**config.mk**
```make
export PLATFORM = sky130hd
export DESIGN_NAME = ds_inst_queue
export DESIGN_NICKNAME = d
export VERILOG_FILES = /design/src/rtl/ds_inst_queue_pkg.sv /design/src/rtl/ds_inst_queue.sv
export SDC_FILE = /design/constraint.sdc
export NUM_CORES = 1
export LEC_CHECK = 0
export ABC_AREA = 0
export BUFFER_PORTS_ARGS = -buffer_cell sky130_fd_sc_hd__buf_2
export CAP_MARGIN = 20
export CELL_PAD_IN_SITES_DETAIL_PLACEMENT = 1
export CELL_PAD_IN_SITES_GLOBAL_PLACEMENT = 1
export CORE_MARGIN = 8
export CORE_UTILIZATION = 35
export CTS_CLUSTER_DIAMETER = 200
export DETAILED_ROUTE_END_ITERATION = 8
export PLACE_DENSITY = 0.65
export SYNTH_ARGS = -nofsm -noshare
export SYNTH_HDL_FRONTEND = slang
export SYNTH_SLANG_ARGS = --single-unit
```
**constraint.sdc**
```tcl
create_clock -name clk -period 6.5 [get_ports clk]
set_clock_uncertainty 0.2 [all_clocks]
set_input_delay 0.65 -clock clk [delete_from_list [all_inputs] [get_ports clk]]
set_output_delay 0.65 -clock clk [all_outputs]
set_load 0.005 [all_outputs]
```
**src/rtl/ds_inst_queue_pkg.sv**
```systemverilog
// Shared types for the IF->ID instruction queue.
package ds_inst_queue_pkg;

  typedef logic [31:0] virt_t;
  typedef logic [31:0] uint32_t;

  // One fetched instruction as held in the queue.
  typedef struct packed {
    virt_t      pc;
    uint32_t    inst;
    logic       ex;
    logic [4:0] exccode;
  } inst_q_entry_t;

  // WAIT_DS: a taken branch left the queue empty, so the next fetched
  // instruction is its delay slot and must be kept alone.
  typedef enum logic {
    IQ_NORMAL  = 1'b0,
    IQ_WAIT_DS = 1'b1
  } iq_state_t;

endpackage

```
**src/rtl/ds_inst_queue.sv**
```systemverilog
// Instruction queue between fetch and decode: multi-lane push, single pop,
// delay-slot tagging, wrong-path squash on taken branch, full flush.
module ds_inst_queue
  import ds_inst_queue_pkg::*;
#(
  parameter  int DEPTH   = 8,
  parameter  int FETCH_W = 2,
  localparam int CNT_W   = $clog2(DEPTH) + 1
) (
  input  logic                       clk,
  input  logic                       resetn,
  input  logic                       in_valid,
  input  logic [$clog2(FETCH_W):0]   in_count,
  input  logic [FETCH_W*32-1:0]      in_pc,
  input  logic [FETCH_W*32-1:0]      in_inst,
  input  logic [FETCH_W-1:0]         in_ex,
  input  logic [FETCH_W*5-1:0]       in_exccode,
  output logic                       in_ready,
  output logic                       out_valid,
  output logic [31:0]                out_pc,
  output logic [31:0]                out_inst,
  output logic                       out_ex,
  output logic [4:0]                 out_exccode,
  output logic                       out_bd,
  input  logic                       out_ready,
  input  logic                       dec_is_br,
  input  logic                       dec_br_taken,
  input  logic                       flush,
  output logic [CNT_W-1:0]           occupancy
);

  localparam int PTR_W = $clog2(DEPTH);
  localparam int IC_W  = $clog2(FETCH_W) + 1;

  inst_q_entry_t    mem [DEPTH];

  iq_state_t        state, state_n;
  logic [PTR_W-1:0] head, head_n;
  logic [PTR_W-1:0] tail, tail_n;
  logic [CNT_W-1:0] occ_n;
  logic             bd_pending, bd_n;
  logic [IC_W-1:0]  wr_count;

  logic             push, pop, taken;
  inst_q_entry_t    head_e;

  inst_q_entry_t    lane_data [FETCH_W];
  logic [PTR_W-1:0] lane_idx  [FETCH_W];
  logic             lane_we   [FETCH_W];

  // in_ready is deliberately independent of in_count and of a same-cycle pop.
  assign in_ready  = (occupancy <= CNT_W'(DEPTH - FETCH_W));
  assign out_valid = (occupancy != '0);
  assign push      = in_valid & in_ready;
  assign pop       = out_valid & out_ready;
  assign taken     = pop & dec_is_br & dec_br_taken;

  assign head_e      = mem[head];
  assign out_pc      = head_e.pc;
  assign out_inst    = head_e.inst;
  assign out_ex      = head_e.ex;
  assign out_exccode = head_e.exccode;
  assign out_bd      = bd_pending & out_valid;

  // Lane l lands at tail+l when it is among the lanes actually kept.
  for (genvar l = 0; l < FETCH_W; l++) begin : g_lane
    assign lane_we[l]           = (wr_count > IC_W'(l));
    assign lane_idx[l]          = tail + PTR_W'(l);
    assign lane_data[l].pc      = in_pc[32*l +: 32];
    assign lane_data[l].inst    = in_inst[32*l +: 32];
    assign lane_data[l].ex      = in_ex[l];
    assign lane_data[l].exccode = in_exccode[5*l +: 5];
  end

  // Next-state: flush beats everything; a taken branch keeps only its delay slot.
  always_comb begin
    state_n  = state;
    head_n   = head;
    tail_n   = tail;
    occ_n    = occupancy;
    bd_n     = bd_pending;
    wr_count = '0;
    if (flush) begin
      state_n = IQ_NORMAL;
      head_n  = tail;
      occ_n   = '0;
      bd_n    = 1'b0;
    end else begin
      if (pop) begin
        head_n = head + PTR_W'(1);
        // A branch sitting in a delay slot re-arms the tag for its own slot.
        bd_n   = dec_is_br;
      end
      if (taken) begin
        if (occupancy > CNT_W'(1)) begin
          // Delay slot is already queued: drop everything behind it.
          occ_n  = CNT_W'(1);
          tail_n = head + PTR_W'(2);
        end else if (push) begin
          wr_count = IC_W'(1);
          tail_n   = tail + PTR_W'(1);
          occ_n    = CNT_W'(1);
        end else begin
          state_n = IQ_WAIT_DS;
          occ_n   = '0;
        end
      end else if (push) begin
        if (state == IQ_WAIT_DS) begin
          wr_count = IC_W'(1);
          state_n  = IQ_NORMAL;
        end else begin
          wr_count = in_count;
        end
        tail_n = tail + PTR_W'(wr_count);
        occ_n  = occupancy + CNT_W'(wr_count) - CNT_W'(pop);
      end else begin
        occ_n = occupancy - CNT_W'(pop);
      end
    end
  end

  // Control registers; synchronous active-low reset.
  always_ff @(posedge clk) begin
    if (!resetn) begin
      state      <= IQ_NORMAL;
      head       <= '0;
      tail       <= '0;
      occupancy  <= '0;
      bd_pending <= 1'b0;
    end else begin
      state      <= state_n;
      head       <= head_n;
      tail       <= tail_n;
      occupancy  <= occ_n;
      bd_pending <= bd_n;
    end
  end

  // Entry storage; contents need no reset since occupancy gates visibility.
  always_ff @(posedge clk) begin
    for (int l = 0; l < FETCH_W; l++) begin
      if (lane_we[l]) mem[lane_idx[l]] <= lane_data[l];
    end
  end

  // A valid fetch beat must carry between 1 and FETCH_W lanes.
  assert property (@(posedge clk) disable iff (!resetn)
    in_valid |-> (in_count != '0 && in_count <= IC_W'(FETCH_W)));

endmodule

```
==> metrics <==
startpoint types flop; Syn-to-layout area delta 16.3%; sequential fraction of the synthesis area 0.592; initial antenna violation count 28; status finished clean; Fill cells 8009; ranking of synthesized cells by area edfxtp_1, mux2_2, mux4_2; Yosys Warn Count 0; period utilisation layout 0.703; worst setup path class reg -> reg; area leader, netlist edfxtp_1; dpl ws 1950 ps; setup ws final slightly below 2000 ps; Synth async-reset ratio 0; clock network fraction of design power 0.419; crit path time final 4570 ps; clock latency on the worst-skew pair 590 ps; DRT Wirelength 82900 um; Reg-to-Reg Start occupancy[3]; Switching Fraction 0.231; reg2reg end mem[6][12]; Setup Fix Bufs, Post-CTS 0; met2 track demand over resource 0.308; layout cells sized above 1 0.590; class of the worst hold path in -> reg; drt pass-1 iters 4; DR WL/cell 28.1 um; DP Area about 31000 um2; FF+latch count, synth roughly 580; Pwr per Cell Area about 270 nW/um2; critical path arrival 4600 ps; share of the synthesized area in the top cell type 0.581; Initial DRC Count around 1000; placed wire-length estimate 48300 um; Die Span Y between 300 and 400 um; fmax approximately 220 MHz; length in cells of the worst reg-to-reg path 7; Crit. End Element flop; cts repair resizes 0; final hold vios 0; hold_sp dec_is_br; sequential cell fraction of total power 0.466; Final Slew Violations 0; R2R setup slack 1930 ps; NetSw 2100 uW; number of synthesized flops with an enable pin 560; vias in the first global route 18290; met1 usage 0.227; hold slack 149 ps; initial core utilization 0.353; cells after synthesis 1595; Mean Syn Cell Area 18.1 um2; CTS H-tree depth 3; Worst Tran Pin Value between 1000 and 1500 ps; global-route wire length before repair 121000 um; final setup TNS 0 ps; Cell Int Power 7000 uW; Worst Hold End bd_pending; max cap viols 0; drc violations 0; unrepaired setup endpoints after global routing false; top-count cell post-synth mux2_2; Distinct cells, synth 49; CTS Buf Count 67; TritonCTS clock tree yes; GPL Wtd Cong 0.746; root buf cell clkbuf_16; Sink Count 575; WP data required 6530 ps; WHS Path Cells 3; combinational group share of total power 0.115; # hold bufs at CTS 0; endpoints failing setup 0; Synth Flop Type edfxtp_1; Total GRT Usage 0.178; total number of vias 16063; Final #Nets 1985; met3 Use GR 0.0336; Die W 304 um; antenna viol nets, final 0; GR peak layer met2; Mapped Area 28900 um2; grt total ovfl 0; I/O pins 226; clock buffer depth 3; Static Leak 0.0108 uW; Row Count 105; worst-path cell chain inv_1 > ha_1 > and3_1 > nor4_1 > o2111ai_1 > o21bai_4 > buf_4; Slowest-stage cell, CP o21bai_4; post-route cell area 33600 um2; post-synth net total 1757; CP max stage delay approximately 1100 ps; vias per cell 5.45; worst-path fanout max 26; largest net degree at the start of global routing approximately 100; most frequent cells after synthesis mux2_2, edfxtp_1, mux4_2, buf_2, mux2_1; Port Buffers 225; core box area 82000 um2; area of the die 92100 um2; Reg clk slew, reported paths 60 ps; Peak VDD IR 0.154 mV; relative slew slack 0.261
## layer usage
| layer | part of all wire | up-vias |
|---|---|---|
| met5 | 0.0012 | - |
| met4 | 0.018 | 14 |
| met3 | 0.045 | 116 |
| met2 | 0.50 | 339 |
| met1 | 0.43 | 8566 |
| li1 | - | 7028 |
## how the worst max path moves through the flow
stage	from	to	slack [ps]	cells past startpoint
floorplan	occupancy[2]	mem[4][0]	250	7
global placement	occupancy[3]	mem[4][56]	2030	8
detailed placement	occupancy[3]	mem[6][12]	1950	7
CTS	occupancy[3]	mem[6][12]	1930	7
global route	occupancy[3]	mem[6][12]	1780	7
finish	occupancy[3]	mem[6][12]	1930	7
## placed cells by master, fill, tap and decap left out, types with 7 or more instances in the layout
master / synthesis / final
mux2_2: 583 / 583
edfxtp_1: 560 / 560
buf_2: 57 / 225
mux4_2: 140 / 140
clkbuf_16: 0 / 71
mux2_1: 50 / 50
buf_4: 0 / 33
inv_1: 14 / 14
clkinv_1: 0 / 14
clkbuf_1: 32 / 14
dfxtp_1: 15 / 12
nand2_1: 11 / 11
ha_1: 11 / 11
or3_1: 10 / 10
clkinv_2: 0 / 9
nor4_4: 6 / 8
o21bai_4: 0 / 8
a21oi_1: 8 / 8
bufinv_16: 0 / 8
nand3_1: 7 / 7
## cells by family after synthesis
kind of cell | Yosys count | synth area share
muxes | 774 | 0.356
DFF | 575 | 0.592
buffers and inverters | 119 | 0.0179
and+or+nand+nor | 66 | 0.0167
AOI/OAI and AO/OA | 42 | 0.0102
adders and majority gates | 13 | 0.00614
xor gates and xnor gates | 6 | 0.00182
## layout make-up
class                      instances  area [um2]  share of cell area
sequential                       575       17100               0.509
multi-input combinational        901       11400               0.339
clock buffer                      85        1830              0.0544
timing repair buffer             264        1490              0.0444
tap                             1070        1340              0.0398
clock inverter                    35         369              0.0110
inverter                          14        52.6             0.00156
antenna                            6        15.0            0.000446
## per-stage QoR
| step | instances | util | power (uW) |
|---|---|---|---|
| floorplan | 1595 | - | 4940 |
| global placement | 2823 | 0.383 | 5340 |
| detailed placement | 2824 | 0.383 | 5380 |
| CTS | 2944 | 0.410 | 9210 |
| global route | 2946 | 0.410 | 9400 |
| finish | 2950 | 0.410 | 9100 |
## power by group through the flow
stage	combinational, uW	sequential, uW	clock (uW)
after floorplan	648	4290	0
after global placement	1030	4310	0
after detailed placement	1060	4320	0
after CTS	1070	4240	3910
after global routing	1130	4250	4020
final	1040	4240	3810
## worst max-delay path, delay by kind of cell, from the launching register on
kind	cells	cell delay, ps
simple gates	2	1000
flops	1	390
fa+ha+maj	1	200
buf+inv	2	670
compound gates	2	1720
## state kept, by name, summed over array words and instances (netlist names), named ones only
| signal | cells |
|---|---|
| mem | 560 |
| occupancy | 4 |
| head | 3 |
| tail | 3 |
| bd_pending | 1 |
| state | 1 |
No activity file was read; power rests on OpenSTA's default activity.
